`src/rtl/serial_subtractor_pkg.sv`:
```
// Shared types and helpers for the bit-serial subtractor.
//   state_t : FSM encoding (IDLE, RUN, DONE)
//   cnt_w() : width of the bit-position counter for a given operand width
package serial_subtractor_pkg;

  typedef enum logic [1:0] {
    IDLE = 2'd0,
    RUN  = 2'd1,
    DONE = 2'd2
  } state_t;

  // Counter only needs to reach WIDTH-1; WIDTH >= 2 keeps the result >= 1.
  function automatic int cnt_w(input int w);
    return (w < 2) ? 1 : $clog2(w);
  endfunction

endpackage

```
`src/rtl/serial_subtractor_full_subtractor.sv`:
```
// Combinational one-bit full subtractor: diff = a - b - b_in.
// Ports:
//   a, b, b_in : minuend bit, subtrahend bit, borrow-in
//   diff       : difference bit
//   b_out      : borrow-out
module full_subtractor (
  input  logic a,
  input  logic b,
  input  logic b_in,
  output logic diff,
  output logic b_out
);

  assign diff  = a ^ b ^ b_in;
  assign b_out = (~a & b) | (~(a ^ b) & b_in);

endmodule

```
`src/rtl/serial_subtractor.sv`:
```
// Bit-serial LSB-first subtractor: diff = a - b - b_in, one bit per clock,
// behind a start/done handshake. One full-subtractor cell plus shift
// registers and a borrow flip-flop.
// Ports:
//   clk, rst      : clock (rising edge), async active-high reset
//   start         : request, sampled only in IDLE
//   a, b, b_in    : operands, captured on the accepting edge
//   busy          : high in RUN and DONE
//   done          : one-cycle pulse, result valid
//   diff, b_out   : result and final borrow, held until the next result
//   ovf           : signed overflow (only with SERIAL_SUBTRACTOR_OVERFLOW_EN)
module serial_subtractor
  import serial_subtractor_pkg::*;
#(
  parameter int WIDTH = 8
) (
  input  logic             clk,
  input  logic             rst,
  input  logic             start,
  input  logic [WIDTH-1:0] a,
  input  logic [WIDTH-1:0] b,
  input  logic             b_in,
  output logic             busy,
  output logic             done,
  output logic [WIDTH-1:0] diff,
  output logic             b_out
`ifdef SERIAL_SUBTRACTOR_OVERFLOW_EN
  ,
  output logic             ovf
`endif
);

  localparam int CW = cnt_w(WIDTH);

  state_t           state, state_nxt;
  logic [WIDTH-1:0] a_sh, b_sh, diff_sh, diff_sh_nxt;
  logic [CW-1:0]    count;
  logic             borrow, borrow_nxt, d_bit, last;

  full_subtractor u_fs (
    .a    (a_sh[0]),
    .b    (b_sh[0]),
    .b_in (borrow),
    .diff (d_bit),
    .b_out(borrow_nxt)
  );

  // New bit enters at the MSB; after WIDTH shifts the LSB result sits at bit 0.
  assign diff_sh_nxt = (diff_sh >> 1) | {d_bit, {(WIDTH-1){1'b0}}};
  assign last        = (count == CW'(WIDTH-1));

  always_comb begin
    state_nxt = state;
    case (state)
      IDLE:    if (start) state_nxt = RUN;
      RUN:     if (last)  state_nxt = DONE;
      DONE:    state_nxt = IDLE;
      default: state_nxt = IDLE;
    endcase
  end

  always_ff @(posedge clk or posedge rst) begin
    if (rst) begin
      state <= IDLE;
      busy  <= 1'b0;
      done  <= 1'b0;
    end else begin
      state <= state_nxt;
      busy  <= (state_nxt != IDLE);
      done  <= (state_nxt == DONE);
    end
  end

`ifdef SERIAL_SUBTRACTOR_OVERFLOW_EN
  logic a_msb, b_msb;

  always_ff @(posedge clk or posedge rst) begin
    if (rst) begin
      a_msb <= 1'b0;
      b_msb <= 1'b0;
      ovf   <= 1'b0;
    end else if (state == IDLE && start) begin
      a_msb <= a[WIDTH-1];
      b_msb <= b[WIDTH-1];
    end else if (state == RUN && last) begin
      // The final serial bit is the result MSB.
      ovf <= (a_msb != b_msb) && (d_bit != a_msb);
    end
  end
`endif

  always_ff @(posedge clk or posedge rst) begin
    if (rst) begin
      a_sh    <= '0;
      b_sh    <= '0;
      diff_sh <= '0;
      borrow  <= 1'b0;
      count   <= '0;
      diff    <= '0;
      b_out   <= 1'b0;
    end else begin
      case (state)
        IDLE: if (start) begin
          a_sh   <= a;
          b_sh   <= b;
          borrow <= b_in;
          count  <= '0;
        end
        RUN: begin
          a_sh    <= a_sh >> 1;
          b_sh    <= b_sh >> 1;
          borrow  <= borrow_nxt;
          diff_sh <= diff_sh_nxt;
          count   <= count + 1'b1;
          if (last) begin
            diff  <= diff_sh_nxt;
            b_out <= borrow_nxt;
          end
        end
        default: ;
      endcase
    end
  end

endmodule

```
`config.mk`:
```
export PLATFORM = sky130hd
export DESIGN_NAME = serial_subtractor
export DESIGN_NICKNAME = d
export VERILOG_FILES = /design/src/rtl/serial_subtractor_pkg.sv /design/src/rtl/serial_subtractor_full_subtractor.sv /design/src/rtl/serial_subtractor.sv
export SDC_FILE = /design/constraint.sdc
export NUM_CORES = 1
export LEC_CHECK = 0
export BUFFER_PORTS_ARGS = -buffer_cell sky130_fd_sc_hd__buf_2
export CAP_MARGIN = 20
export CORE_MARGIN = 2
export CORE_UTILIZATION = 35
export DETAILED_ROUTE_END_ITERATION = 8
export PLACE_DENSITY = 0.52
export REMOVE_ABC_BUFFERS = 1
export SYNTH_ARGS = -nofsm -noshare
export SYNTH_HDL_FRONTEND = slang
export SYNTH_SLANG_ARGS = --single-unit
```
`constraint.sdc`:
```
create_clock -name clk -period 2 [get_ports clk]
set_input_delay 0.3 -clock clk [delete_from_list [all_inputs] [get_ports clk]]
set_output_delay 0.3 -clock clk [all_outputs]
set_load 0.005 [all_outputs]
```
==> reports/qor.yml, run 1 <==
status:
  outcome: "complete, no violations"
layout:
  antenna_cells: 0
  syn_to_final_growth_pct: 16.1
  final_nets: 199
  most-common-layout-cells: "40 x dfrtp_1, 30 x buf_2, 21 x inv_1"
  final_common_cell: "dfrtp_1"
  final_cells: 246
  utilization_pct: 42.2
  drive_gt1_share_pct: 33.5
timing:
  tightest_slew_ns: 0.529
  slew_violations: 0
  fin_crit_ns: 1.48
  setup_viol_count_final: 0
  max_slew_margin_pct: 64.6
  skew_ns: 0.00645
  fin_crit_sh_pct: 74.2
  hold_viol: 0
  grt_setup_unrepaired: "no"
  fmax_mhz: 674
  finalSetupTns_ns: 0
global_route:
  grt_max_degree: 41
  grtUsageMet3_pct: 3.76
  grt_use_met1_pct: 15.9
  grt_overflow: 0
  grt_pass1_wl_mm: 5.78
  top_usage_layer: "met2"
  grtUsageTotal_pct: 12.4
  antenna_found_initial: 0
  grt_pass1_vias: 1248
  use_met2_pct: 19.5
synthesis:
  synth_seq_area_share_pct: 53.6
  synth_ff_type: "dfrtp_1"
  synth_seq_cells: 40
  yosysWarningCount: 0
  synth.distinct_cells: 23
  syn-cell-area_um2: 1870
  avgSynthCellArea_um2: 12.9
  postSynthCellCount: 145
  async_flop_share_pct: 100
  synth_edf_count: 0
clock_tree:
  cts-root-buf: "clkbuf_8"
  htreeDepth: 2
  cts_setup_buffers: 0
  tritoncts.num_buffers: 5
  cts.path.max_buffers: 2
  postCtsHoldBufs: 0
  cts_sinks: 40
  postCtsResizedCells: 0
  cts_tree: "built"
  worstSkewPairLatency_ns: 0.29
  clk_pin_slew_worst_paths_ns: 0.08
drt:
  routed_wl_mm: 3.26
  detail_route.wl_per_cell_um: 13.3
  detail-route-antenna-nets: 0
  drcViolationCount: 0
  dr.pass1.iters: 4
  post_drt_via_cell_ratio: 4.80
  dr_total_vias: 1180
  drtIter0Drc: 49
floorplanning:
  start_util_pct: 36.3
  die-area_um2: 5930
  core_area_um2: 5140
  io_pins: 31
  dieWidth_um: 77.0
  num_rows: 26
  die_y_um: 77.0
run:
  maxCapViolations: 0
pwr:
  cellLeakagePower_uw: 0.00104
  powerDensity_nw_per_um2: 1530
  ir_worst_vdd_mv: 0.605
worst_setup_path:
  cp_max_fo: 13
  crit_chain: "nor2b_4 -> mux2_2"
  slowest_delay_ns: 0.57
  path_class: "flop to flop"
  crit_slowest_cell: "dfrtp_1"
  r2r_slack_ns: 0.52
  crit-reg2reg-capture: "diff_sh[2]"
  reg2reg_depth: 2
  crit_arrival_ns: 1.66
  start_kind: "flop"
  end_kind: "flop"
  cp.required_ns: 2.18
  timing.rr.start: "state[0]"
placed_design:
  io_buffers: 30
  globalplace.congestion: 0.688
  hpwl_mm: 2.20
  dp_cells: 239
hold_path:
  min_path_type: "primary input to asynchronous set/reset pin"
[cell type report]
cell class	count	area, um2
Sequential cell	40	1000
Inverter	21	78.8
Clock buffer	5	68.8
Timing Repair Buffer	35	188
Multi-Input combinational cell	73	683
Fill cell	536	2970
Clock inverter	2	60.1
Tap cell	70	87.6
[worst max-delay path: cells and delay by family, from the launching register on]
kind,cells,cell delay [ns]
mux,1,0.38
flops,1,0.57
simple gates,1,0.42
[per-stage QoR]
step,setup WS (ns),total power [uW],hold WS [ns],instance area [um2]
detailed placement,0.514,2590,0.462,2040
global placement,0.540,2540,0.446,2040
CTS,0.493,3360,0.139,2170
finish,0.517,3310,0.125,2170
floorplan,0.370,2220,0.433,1760
global route,0.442,3600,0.176,2170
[power breakdown]
group / internal, uW / switching, uW
Clock: 491 / 267
Combinational: 623 / 524
Sequential: 1190 / 217
Total: 2300 / 1010
[logic make-up (layout without fill, tap and decap cells)]
logic type      after synthesis  in the layout  synth area share [%]
buf+inv                      32             63                  9.79
compound gates               21             21                  10.1
simple gates                 32             32                  13.9
mux                          17             17                  10.1
fa+ha+maj                     3              3                  2.41
flops                        40             40                  53.6
[sequential cells by signal, indices dropped and copies added (netlist names)]
name,count
a_sh,8
b_sh,8
diff_sh,7
diff,8
done,1
b_out,1
count,3
busy,1
borrow,1
state,2
[synth_stat cells, drive strengths merged, types with 2 or more instances]
cell type | n | area share (%)
nor2 | 3 | 0.60
inv | 21 | 4.2
clkbuf | 3 | 1.1
a211oi | 12 | 5.1
buf | 8 | 4.4
nor3b | 13 | 5.2
mux2i | 2 | 1.1
nor2b | 3 | 1.4
a222oi | 3 | 1.6
mux2 | 15 | 9.0
nor4b | 12 | 5.6
a22o | 4 | 1.9
dfrtp | 40 | 54
ha | 2 | 1.3
[metal layers]
layer | part of all wire, % | vias up
met5 | 0 | -
li1 | - | 572
met1 | 47 | 579
met4 | 0.52 | 0
met3 | 4.4 | 2
met2 | 48 | 27
[how the worst max path moves through the flow]
stage                  to     start  cells after the start
6_report       diff_sh[2]  state[0]                      2
5_1_grt           diff[3]  count[0]                      4
4_1_cts           diff[5]  count[0]                      4
3_5_place_dp      diff[5]  count[0]                      4
3_3_place_gp        b_out  count[0]                      4
2_1_floorplan  diff_sh[1]  state[0]                      2
Power figures use the tool's default switching activity.
==> run 2: changes to the inputs <==
- ABC_AREA: unset -> 1
- clock period: 2 -> 1.6 ns (I/O delays scaled with it)
==> reports/qor.yml, run 2 <==
pwr:
  powerDensity_nw_per_um2: 1850
  p_switching_uw: 1620
  combPwrFrac_pct: 41.6
  ir_worst_vdd_mv: 0.780
  clkPwrFrac_pct: 16.9
  power_frac_seq_pct: 41.5
  swShare_pct: 38.8
  intPower_uw: 2550
  cellLeakagePower_uw: 0.00127
synthesis:
  synth.area.mux_share_pct: 0
  synth_edf_count: 0
  synth_xor_area_share_pct: 0
  yosysWarningCount: 0
  synth_ff_type: "dfrtp_1"
  synth_common_cells: "71 x nand2_1, 40 x dfrtp_1, 40 x inv_1"
  synth_top_area_share_pct: 52.1
  syn-cell-area_um2: 1920
  avgSynthCellArea_um2: 8.62
  synth_compound_area_share_pct: 7.16
  synth_seq_area_share_pct: 52.1
  yosys.area.top_type: "dfrtp_1"
  synth_most_common_cell: "nand2_1"
  synthAdderAreaFrac_pct: 2.34
  synth_seq_cells: 40
  synth.area.top_cells: "dfrtp_1 52%, nand2_1 14%, inv_1 7.8%, nand3_1 5.7%, nand3_2 4.2%"
  async_flop_share_pct: 100
  synth-simple-area-share_pct: 26.0
  postSynthCellCount: 223
  synth.distinct_cells: 20
  synth_top_family_by_area: "simple AND/OR/NAND/NOR gates"
clock_tree:
  cts_setup_buffers: 0
  postCtsHoldBufs: 0
  cts-root-buf: "clkbuf_8"
  htreeDepth: 2
  worstSkewPairLatency_ns: 0.29
  cts_tree: "built"
  clk_pin_slew_worst_paths_ns: 0.08
  cts_sinks: 40
  postCtsResizedCells: 0
  cts.path.max_buffers: 2
  tritoncts.num_buffers: 5
worst_setup_path:
  crit_slowest_cell: "dfrtp_1"
  cp.required_ns: 1.79
  crit_arrival_ns: 1.54
  start_kind: "flop"
  reg2reg_depth: 7
  path_buf_inv: 2
  crit_chain: "ha_1 -> ha_1 -> nand2_2 -> buf_12 -> inv_1 -> nand2_1 -> nand2_1"
  slowest_delay_ns: 0.43
  cp_max_fo: 19
  path_class: "flop to flop"
  cp_num_cells: 7
  critical-path-top-delay-family: "flip-flops"
  end_kind: "flop"
floorplanning:
  start_util_pct: 36.9
  die_y_um: 78.1
  die-area_um2: 6100
  num_rows: 26
  core_area_um2: 5200
  dieWidth_um: 78.1
  io_pins: 31
layout:
  final_cells: 329
  antenna_cells: 0
  reg.largest.list: "a_sh (8), b_sh (8), diff (8)"
  final_nets: 281
  syn_to_final_growth_pct: 17.3
  utilization_pct: 43.3
  drive_gt1_share_pct: 27.4
  most-common-layout-cells: "71 x nand2_1, 40 x inv_1, 40 x dfrtp_1"
  final_common_cell: "nand2_1"
timing:
  fmax_mhz: 738
  setup_ws_ns: 0.246
  whs_ns: 0.0598
  hold_viol: 0
  slew_violations: 0
  grt_setup_unrepaired: "no"
  tightest_slew_ns: 0.503
  fin_crit_sh_pct: 84.6
  setup_viol_count_final: 0
  max_slew_margin_pct: 66.5
  skew_ns: 0.00393
  finalSetupTns_ns: 0
  fin_crit_ns: 1.35
global_route:
  grt_overflow: 0
  grtUsageTotal_pct: 12.9
  grt_pass1_vias: 1349
  grt_max_degree: 41
  antenna_found_initial: 0
  grt_pass1_wl_mm: 6.22
status:
  outcome: "complete, no violations"
hold_path:
  min_path_type: "primary input to asynchronous set/reset pin"
drt:
  detail_route.wl_per_cell_um: 10.8
  dr_total_vias: 1414
  detail-route-antenna-nets: 0
  post_drt_via_cell_ratio: 4.30
  dr.pass1.iters: 4
  drcViolationCount: 0
  routed_wl_mm: 3.55
  drtIter0Drc: 74
placed_design:
  hpwl_mm: 2.36
  globalplace.congestion: 0.756
  pre_cts_slack_ns: 0.251
  io_buffers: 30
  dp_cells: 321
run:
  maxCapViolations: 0
-- run 2: cell types whose count changed after synthesis, sizes merged, moves of 3 or more --
cell | previous run | this run
nor4b | 12 | 0
o21ai | 0 | 17
a222oi | 3 | 0
nor3b | 13 | 0
a22o | 4 | 0
nand2 | 0 | 75
a211oi | 12 | 0
nor2b | 3 | 0
mux2 | 15 | 0
nand3 | 0 | 30
inv | 21 | 43
-- run 2: final cells by class --
cell class / count / area, um2
timing repair buffer: 38 / 223
clock inverter: 2 / 15.0
multi-input combinational: 130 / 683
sequential: 40 / 1000
clock buffer: 6 / 82.6
fill: 580 / 2950
inverter: 43 / 161
tap: 70 / 87.6
-- run 2: worst register-to-register path: cells and delay by family, from the launching register on --
kind	cells	cell delay, ns
adder cells (fa/ha/maj)	2	0.42
flip-flops	1	0.43
buffers and inverters	2	0.21
AND/OR/NAND/NOR	3	0.18
-- run 2: path summary, 6_finish.rpt --
| path | slack, ns | end | start |
|---|---|---|---|
| min in group clk | 0.16 | a_sh[7] | a[7] |
| setup / recovery | 0.25 | diff[0] | count[0] |
| max in group asynchronous | 1.19 | a_sh[5] | rst |
| hold reg to reg | 0.48 | diff[0] | diff_sh[1] |
| setup reg to reg | 0.25 | diff[0] | count[0] |
| hold / removal | 0.06 | diff[3] | rst |
-- run 2: kinds of logic after synthesis --
| group | count (synthesis) |
|---|---|
| adder cells (fa/ha/maj) | 3 |
| flip-flops | 40 |
| buffers and inverters | 53 |
| AO/OA/AOI/OAI | 19 |
| AND/OR/NAND/NOR | 108 |
-- run 2: stage by stage --
| stage | total power (uW) | instance area, um2 |
|---|---|---|
| 6_report | 4170 | 2250 |
| 5_1_grt | 4590 | 2250 |
| 4_1_cts | 4250 | 2250 |
| 3_5_place_dp | 3520 | 2160 |
| 3_3_place_gp | 3500 | 2160 |
| 2_1_floorplan | 2960 | 1850 |
-- run 2: power by group through the flow --
stage / Clock (uW) / Sequential, uW / Combinational (uW)
3_5_place_dp: 0 / 1740 / 1780
4_1_cts: 737 / 1730 / 1790
2_1_floorplan: 0 / 1740 / 1230
5_1_grt: 777 / 1790 / 2020
6_report: 705 / 1730 / 1740
3_3_place_gp: 0 / 1750 / 1760
-- run 2: layer usage --
metal	vias up	GRT usage, %	part of all wire, %
met5	-	0	0
met4	0	4.21	0.93
met3	4	3.45	4.1
met2	29	19.0	40
met1	639	18.4	55
li1	742	-	-
